### config.mk
export PLATFORM = sky130hd
export DESIGN_NAME = dpic_mem_master
export DESIGN_NICKNAME = d
export VERILOG_FILES = /design/src/rtl/dpic_mem_master.sv
export SDC_FILE = /design/constraint.sdc
export NUM_CORES = 1
export LEC_CHECK = 0
export CAP_MARGIN = 30
export CORE_AREA = 2 2 183 185
export DETAILED_ROUTE_END_ITERATION = 12
export DIE_AREA = 0 0 185 187
export PLACE_DENSITY = 0.79
export SYNTH_ARGS = -nofsm -noshare
export SYNTH_HDL_FRONTEND = slang
export SYNTH_SLANG_ARGS = --single-unit
### constraint.sdc
create_clock -name clk -period 2.8 [get_ports clk]
set_clock_uncertainty 0.05 [all_clocks]
set_input_delay 0.28 -clock clk [delete_from_list [all_inputs] [get_ports clk]]
set_output_delay 0.28 -clock clk [all_outputs]
set_load 0.02 [all_outputs]
### src/rtl/dpic_mem_master.sv
// Initiator side of the DPI-C memory port: one LSU load/store at a time, issued as rd_*/we_* strobes.
// Optional build macro DPIC_MEM_MISALIGN_TRAP_EN turns misaligned accesses into access faults.
module dpic_mem_master #(
   parameter logic [63:0] MEM_BASE = 64'h0000_0000_8000_0000,
   parameter logic [63:0] MEM_SIZE = 64'h0000_0000_0800_0000
) (
   input  logic        clk,
   input  logic        rst_n,
   input  logic        req_valid,
   output logic        req_ready,
   input  logic        req_we,
   input  logic [1:0]  req_size,
   input  logic        req_signed,
   input  logic [63:0] req_addr,
   input  logic [63:0] req_wdata,
   output logic        resp_valid,
   input  logic        resp_ready,
   output logic [63:0] resp_rdata,
   output logic        resp_err,
   output logic        rd_en,
   output logic [63:0] rd_addr,
   input  logic [63:0] rd_data,
   output logic        we_en,
   output logic [63:0] we_addr,
   output logic [63:0] we_data,
   output logic [7:0]  we_mask
);

   typedef enum logic [1:0] {
      S_IDLE  = 2'd0,
      S_ISSUE = 2'd1,
      S_WAIT  = 2'd2,
      S_RESP  = 2'd3
   } state_e;

   state_e      state_q, state_d;
   logic        we_q, we_d;
   logic [1:0]  size_q, size_d;
   logic        signed_q, signed_d;
   logic [63:0] addr_q, addr_d;
   logic [63:0] wdata_q, wdata_d;
   logic        err_q, err_d;
   logic [63:0] rdata_q, rdata_d;
   logic        accept_s;
   logic        fault_s;

   function automatic logic [7:0] size_mask(input logic [1:0] size);
      logic [7:0] m;
      case (size)
         2'd0:    m = 8'h01;
         2'd1:    m = 8'h03;
         2'd2:    m = 8'h0F;
         default: m = 8'hFF;
      endcase
      return m;
   endfunction

   function automatic logic [63:0] byte_keep(input logic [1:0] size);
      logic [7:0]  m;
      logic [63:0] k;
      m = size_mask(size);
      k = 64'd0;
      for (int i = 0; i < 8; i++) begin
         k[i*8 +: 8] = {8{m[i]}};
      end
      return k;
   endfunction

   function automatic logic [63:0] load_extend(input logic [63:0] data, input logic [1:0] size,
                                               input logic sgn);
      logic [63:0] r;
      case (size)
         2'd0:    r = {{56{sgn & data[7]}},  data[7:0]};
         2'd1:    r = {{48{sgn & data[15]}}, data[15:0]};
         2'd2:    r = {{32{sgn & data[31]}}, data[31:0]};
         default: r = data;
      endcase
      return r;
   endfunction

`ifdef DPIC_MEM_MISALIGN_TRAP_EN
   function automatic logic [2:0] align_mask(input logic [1:0] size);
      logic [2:0] a;
      case (size)
         2'd0:    a = 3'b000;
         2'd1:    a = 3'b001;
         2'd2:    a = 3'b011;
         default: a = 3'b111;
      endcase
      return a;
   endfunction
`endif

   // The last touched byte is computed in 65 bits so an access near 2^64 cannot wrap into the window.
   function automatic logic access_fault(input logic [63:0] addr, input logic [1:0] size);
      logic [64:0] first_v;
      logic [64:0] last_v;
      logic [64:0] limit_v;
      logic        f;
      first_v = {1'b0, addr};
      last_v  = first_v + (65'd1 << size) - 65'd1;
      limit_v = {1'b0, MEM_BASE} + {1'b0, MEM_SIZE};
      f = (first_v < {1'b0, MEM_BASE}) || (last_v >= limit_v);
`ifdef DPIC_MEM_MISALIGN_TRAP_EN
      f = f | (|(addr[2:0] & align_mask(size)));
`else
      f = f | 1'b0;
`endif
      return f;
   endfunction

   assign accept_s = req_valid & (state_q == S_IDLE);
   assign fault_s  = access_fault(req_addr, req_size);

   // FSM state register
   always_ff @(posedge clk or negedge rst_n) begin
      if (!rst_n) begin
         state_q <= S_IDLE;
      end else begin
         state_q <= state_d;
      end
   end

   // Transaction latches and captured response
   always_ff @(posedge clk or negedge rst_n) begin
      if (!rst_n) begin
         we_q     <= 1'b0;
         size_q   <= 2'd0;
         signed_q <= 1'b0;
         addr_q   <= 64'd0;
         wdata_q  <= 64'd0;
         err_q    <= 1'b0;
         rdata_q  <= 64'd0;
      end else begin
         we_q     <= we_d;
         size_q   <= size_d;
         signed_q <= signed_d;
         addr_q   <= addr_d;
         wdata_q  <= wdata_d;
         err_q    <= err_d;
         rdata_q  <= rdata_d;
      end
   end

   // Next-state logic
   always_comb begin
      state_d = state_q;
      case (state_q)
         S_IDLE: begin
            if (accept_s) begin
               state_d = fault_s ? S_RESP : S_ISSUE;
            end else begin
               state_d = S_IDLE;
            end
         end
         S_ISSUE: begin
            if (we_q) begin
               state_d = S_RESP;
            end else begin
               state_d = S_WAIT;
            end
         end
         S_WAIT: state_d = S_RESP;
         S_RESP: begin
            if (resp_ready) begin
               state_d = S_IDLE;
            end else begin
               state_d = S_RESP;
            end
         end
         default: state_d = S_IDLE;
      endcase
   end

   // Latch the request on acceptance; capture extended read data while waiting
   always_comb begin
      we_d     = we_q;
      size_d   = size_q;
      signed_d = signed_q;
      addr_d   = addr_q;
      wdata_d  = wdata_q;
      err_d    = err_q;
      rdata_d  = rdata_q;
      if (accept_s) begin
         we_d     = req_we;
         size_d   = req_size;
         signed_d = req_signed;
         addr_d   = req_addr;
         wdata_d  = req_wdata;
         err_d    = fault_s;
         rdata_d  = 64'd0;
      end else if (state_q == S_WAIT) begin
         rdata_d  = load_extend(rd_data, size_q, signed_q);
      end else begin
         rdata_d  = rdata_q;
      end
   end

   // Output decode: strobes and their payloads only exist in ISSUE
   always_comb begin
      req_ready  = 1'b0;
      resp_valid = 1'b0;
      resp_rdata = 64'd0;
      resp_err   = 1'b0;
      rd_en      = 1'b0;
      rd_addr    = 64'd0;
      we_en      = 1'b0;
      we_addr    = 64'd0;
      we_data    = 64'd0;
      we_mask    = 8'h00;
      case (state_q)
         S_IDLE:  req_ready = 1'b1;
         S_ISSUE: begin
            if (we_q) begin
               we_en   = 1'b1;
               we_addr = addr_q;
               we_data = wdata_q & byte_keep(size_q);
               we_mask = size_mask(size_q);
            end else begin
               rd_en   = 1'b1;
               rd_addr = addr_q;
            end
         end
         S_WAIT:  req_ready = 1'b0;
         S_RESP: begin
            resp_valid = 1'b1;
            resp_rdata = rdata_q;
            resp_err   = err_q;
         end
         default: req_ready = 1'b0;
      endcase
   end

endmodule

After elaboration in Yosys (flattened, before gate mapping) --
Cells that the tools add are included. Widths: inputs -> output; s select.
Storage, ports and cells: bits in latches 0, bits in writable memories 0, word-level logic and storage cells 54, bits in registers 199, memories kept 0, bits in read-only memories 0
Cells by class: bitwise logic cells 5, reduce and logical (&&, ||, !) cells 4, divide/modulo/power cells 0, magnitude comparators 2, $mul 0, shift operators 1, muxes and demuxes 27, equal/unequal tests 5, add/sub/neg operators 2
Operators by type and width (number):
- $mux 64 | 9
- $pmux 64 s3 | 1
- $add 64x65->65 | 1
- $ge 65x32->1 const B | 1
- $shl 1x2->65 const A | 1
- $sub 65x1->65 const B | 1
- $and 64x64->64 | 1
- $lt 64x32->1 const B | 1
- $mux 8 | 4
- $pmux 8 s3 | 1
- $mux 1 | 8
- $pmux 2 s4 | 1
- $eq 2x2->1 const B | 3
- $mux 2 | 3
- $and 1x1->1 | 4
- $eq 2x1->1 const B | 2
- $logic_not 2->1 | 2
- $reduce_bool 2->1 | 1
- $logic_or 1x1->1 | 1

Longest topological paths before layout --
depth after elaboration 8, depth in mapped cells 18

Least setup slack after synthesis --
No wires, ideal clock.
kind input -> register, from in req_size[1], to reg err_q, setup time 0.125 ns, arrival 3.249 ns, stages 17, data required time 2.625 ns, setup slack -0.624 ns, cells stage by stage or2_2 ha_1 inv_1 ha_1 inv_1 fa_1 nor2b_1 o31ai_1 a211oi_1 o311a_1 nor3_1 and3_1 nor4_1 nand4_1 nor4_1 nand4_1 mux2_4
On the way: word-level cells in the longest chain between the ends 5
Ends and longest elaborated chain:
- start: declaration | line 12 | input logic [1:0] req_size,
- $shl 1x2->65 | line 101 | last_v = first_v + (65'd1 << size) - 65'd1;
- $add 64x65->65 | line 101
- $sub 65x1->65 | line 101
- $ge 65x32->1 | line 103 | f = (first_v < {1'b0, MEM_BASE}) || (last_v >= limit_v);
- $logic_or 1x1->1 | line 103
- end signal: assignment | line 140 | err_q <= err_d;
- end: declaration | line 42 | logic err_q, err_d;
No other way between the ends. A chain may end at the register's enable or synchronous reset.

Worst setup path in the final report --
from in req_addr[27], to reg err_q
On the way: word-level cells in the longest chain between the ends 4, elaborated cells on any way between the ends 5
Ends and longest elaborated chain:
- start: declaration | line 14 | input logic [63:0] req_addr,
- $add 64x65->65 | line 101
- $sub 65x1->65 | line 101
- $ge 65x32->1 | line 103
- $logic_or 1x1->1 (*) | line 103
Every way passes the cells marked *; elsewhere a longest branch is shown, timed or not.

==> parameters.txt <==
Parameter                              Value

Synth
  Warnings, synthesis ... 0
  Most frequent cells after synthesis ... sky130_fd_sc_hd__nand2_1 (426), sky130_fd_sc_hd__dfrtp_1 (199), sky130_fd_sc_hd__and2_1 (184)
  Number of unique standard cell types used by synthesis ... 85
  Post-synthesis instance total ... 1906
  Most numerous cell in the Yosys netlist ... sky130_fd_sc_hd__nand2_1
  Cell type contributing the most total cell area after synthesis ... sky130_fd_sc_hd__dfrtp_1
  Dominant synthesized flop cell ... sky130_fd_sc_hd__dfrtp_1
  Number of enable-type register cells in the synthesized netlist ... 0
  Area contributors post-synth ... sky130_fd_sc_hd__dfrtp_1 (34%), sky130_fd_sc_hd__nand2_1 (11%), sky130_fd_sc_hd__and2_1 (7.9%)
  Sequential share of the synthesized area ... 0.3420
  Number of synthesized register bits ... 199
  Proportion of netlist area held by the largest area contributor ... 0.3420
  Netlist area before placement ... 0.01456 mm²
  Synth Area per Inst ... 7.640 µm²
  Share of flip-flops with an asynchronous set or reset ... 1.000
  Synthesized Nets ... 2194

Power and ir drop
  Power density normalized to cell area ... 623.4 mW/mm²
  Maximum resistive drop on vdd ... 0.4899 mV
  Reg power frac ... 0.324
  Clock share of power ... 0.178
  Internal Power ... 8.875 mW
  Share of total power consumed by net switching ... 0.4194
  LEAKAGE ... 11.76 nW
  Combinational group share of total power ... 0.498
  Power dissipated by switching net loads ... 6.411 mW

Clock network
  TritonCTS clock tree ... built
  Buffer cell driving the clock tree root ... sky130_fd_sc_hd__clkbuf_16
  Buffers from clock root to sink, at most ... 2
  Depth of the CTS H-tree ... 4
  Later-pin clock latency in the skew report ... 0.46 ns
  Number of clock sinks ... 199
  TritonCTS Buffers ... 17
  Reg clk slew, reported paths ... 0.08 ns

Global routing
  Maximum number of pins on one net before global-route repair ... 104
  Total GRT Usage ... 0.3780
  Overflow left after global routing ... 0
  Global-route wire length before repair ... 100.5 mm
  Number of antenna violations at the first check in global routing ... 5
  Via count of the first global-routing pass ... 17260

Critical path
  Arrival time of data at the critical path endpoint ... 3.73 ns
  Largest delay share family, worst path ... compound AO/OA/AOI/OAI gates
  Critical R2R Capture ... rdata_q[48]$_DFFE_PN0P_
  Worst-path fanout max ... 5
  CP Data Required Time ... 3.10 ns
  Library cell contributing the largest single delay on the critical path ... sky130_fd_sc_hd__clkdlybuf4s50_1
  Nature of the critical path startpoint ... input port
  Kind of end point of the critical path ... flop
  Category of the most critical setup path ... input port to flop
  Delay of the slowest cell on the worst path ... 0.53 ns
  Start of the worst register-to-register path ... size_q[1]$_DFFE_PN0P_
  Chain of cells forming the critical path ... clkdlybuf4s50_1 > inv_1 > ha_4 > a21oi_1 > o21a_1 > and2_1 > o2111ai_4 > nand2_2 > xnor2_2 > o41ai_2 > nand4b_1 > nor4_2 > nand4_1 > mux2_4
  Crit path buf inv count ... 2
  Worst reg-to-reg setup slack ... 0.49 ns
  Worst Reg2Reg Path Length in Cells ... 7

Detailed routing
  Post-detailed-route count of antenna-violating nets ... 0
  Final wirelength ... 67.26 mm
  Number of vias per cell after detailed routing ... 5.583
  Routed vias ... 17650
  DRC violations left ... 0
  Post-detailed-route wirelength per cell ... 21.27 µm
  Number of iterations in the first detailed-routing pass ... 6
  Iter 0 DRT Violations ... 1533

Cells and area
  Multi-input logic area ... 0.01002 mm²
  Final Cell Area ... 0.02452 mm²
  Layout cell share with drive strength beyond 1 ... 0.2588
  Post-route core utilization ... 0.7462
  Total number of nets in the final design ... 2984
  Filler cell count in the final layout ... 2420
  Syn-to-layout area delta ... 68.38%
  Area taken by flip-flops and latches ... 0.004984 mm²

Place
  Weighted congestion at the end of routability-driven global placement ... 1.067
  Port bufs ... 468
  Half-perimeter wire length of the detailed placement result ... 51.36 mm
  Instance area at placement ... 0.02244 mm²

STA
  Crit share post-route ... 1.223
  Max Freq ... 291.9 MHz
  RSZ-0062 raised after global routing ... yes
  Final hold violation count ... 0
  Worst relative slew slack ... 0.5710
  Finish-stage setup viols ... 2
  Final Critical Period ... 3.425 ns
  Smallest setup slack after layout ... -0.6255 ns
  Worst hold slack across all endpoints ... 0.06899 ns
  Transition time of the tightest slew-check pin ... 0.6435 ns
  Count of final max-slew check failures ... 0

Hold path
  Hold depth ... 4
  Worst min-delay path endpoint ... size_q[1]$_DFFE_PN0P_
  Startpoint of the tightest hold check path ... req_size[1]
  Path type of the worst min-delay path ... input port to flop

Run status
  Violations in the final reports ... negative setup slack
  Result of the run ... finished with violations

Die
  Vertical die dimension ... 187 µm
  Core area ... 0.03286 mm²
  Die area ... 0.03460 mm²
  Initial cell density of the core ... 0.4432
  Chip Width ... 185 µm
  I/O Pins ... 469
  Number of rows created at floorplan ... 67

Job
  Total of max-cap violations ... 0
[worst min-delay path: stages]
cell and delay (ns):
sky130_fd_sc_hd__buf_12 0.08, sky130_fd_sc_hd__buf_4 0.10, sky130_fd_sc_hd__nand2_1 0.04, sky130_fd_sc_hd__nand2_1 0.05
[cells in the final DEF, fill, tap and decap left out, types with 14 or more instances in the layout]
master,netlist,layout
sky130_fd_sc_hd__and3_1,87,86
sky130_fd_sc_hd__ha_4,0,42
sky130_fd_sc_hd__inv_2,0,28
sky130_fd_sc_hd__buf_4,6,411
sky130_fd_sc_hd__o21ai_0,178,158
sky130_fd_sc_hd__nand2b_1,23,18
sky130_fd_sc_hd__o21ai_1,0,17
sky130_fd_sc_hd__inv_1,92,63
sky130_fd_sc_hd__clkbuf_16,0,17
sky130_fd_sc_hd__and2_1,184,181
sky130_fd_sc_hd__nand4_1,28,28
sky130_fd_sc_hd__nor3_1,23,15
sky130_fd_sc_hd__dfrtp_1,199,196
sky130_fd_sc_hd__nand2_1,426,420
sky130_fd_sc_hd__ha_1,87,37
sky130_fd_sc_hd__nor2b_1,15,14
sky130_fd_sc_hd__dlymetal6s2s_1,0,25
sky130_fd_sc_hd__dlygate4sd2_1,0,22
sky130_fd_sc_hd__clkdlybuf4s50_1,0,406
sky130_fd_sc_hd__nand3_1,35,32
sky130_fd_sc_hd__a21oi_1,111,93
sky130_fd_sc_hd__nor2_1,59,52
sky130_fd_sc_hd__a21oi_2,0,15
[sequential cells by signal (all words and copies together) (netlist names)]
name,cells
we_q,1
addr_q,64
err_q,1
wdata_q,64
signed_q,1
rdata_q,64
state_q,2
size_q,2
[worst max-delay path by stage]
| stage | start | endpoint | slack, ns | cells past startpoint |
|---|---|---|---|---|
| 2_1_floorplan | req_size[1] | err_q$_DFFE_PN0P_ | -0.51 | 18 |
| 3_3_place_gp | req_size[0] | err_q$_DFFE_PN0P_ | -1.49 | 16 |
| 3_5_place_dp | req_size[1] | err_q$_DFFE_PN0P_ | -1.63 | 18 |
| 4_1_cts | req_size[0] | err_q$_DFFE_PN0P_ | -0.54 | 18 |
| 5_1_grt | req_addr[45] | err_q$_DFFE_PN0P_ | -0.81 | 16 |
| 6_report | req_addr[27] | err_q$_DFFE_PN0P_ | -0.63 | 14 |
[kinds of logic (layout without fill, tap and decap cells)]
kind of cell    after synthesis  count (layout)  synth area share
mux                           7               7          0.005412
compound gates              440             440            0.1847
xor+xnor                     10              10          0.006014
flops                       199             199            0.3420
buf+inv                     210            1013           0.05705
fa+ha+maj                    88              88           0.07612
simple gates                952             952            0.3287
other cells                   0               5                 0
[timing repair]
action | in CTS | in global routing
buffers inserted | 15 | 11
hold endpoints to repair | 67 | 0
hold buffers | 1 | 0
pin swaps | 64 | 34
cloned | 0 | 0
setup endpoints to repair | 128 | 58
gates resized for setup | 226 | 97
[cell type report]
type	count	share of cell area
diodes	5	0.0005103
clock buffers	18	0.01791
clock inverters	14	0.007807
inverters	92	0.01419
multi-input cells	1497	0.4088
flip-flops and latches	199	0.2032
well taps	448	0.02286
repair buffers	889	0.3247
[power by group through the flow]
stage               Clock [mW]  Sequential, mW  Combinational [mW]
floorplan                    0            4.56                3.99
global placement             0            4.90                6.92
detailed placement           0            4.97                7.08
CTS                       2.73            4.92                7.39
global route              2.85            5.07                8.21
finish                    2.72            4.95                7.62
[through the flow]
stage	std cells	worst slack, ns	power [mW]	setup TNS (ns)
4_1_cts	3147	-0.5392	15.04	-1.045
3_5_place_dp	3100	-1.629	12.05	-3.225
3_3_place_gp	3100	-1.495	11.82	-2.946
2_1_floorplan	1906	-0.5136	8.543	-0.9807
6_report	3162	-0.6255	15.29	-1.182
5_1_grt	3161	-0.8063	16.13	-1.583
[routing by layer]
layer | up-vias | GRT usage | part of all wire
met1 | 8621 | 0.4952 | 0.41
li1 | 8133 | - | -
met4 | 0 | 0.1432 | 0.035
met3 | 143 | 0.07555 | 0.077
met2 | 755 | 0.6155 | 0.48
met5 | - | 0 | 0
Note: power is estimated with default switching activity, not from simulation.
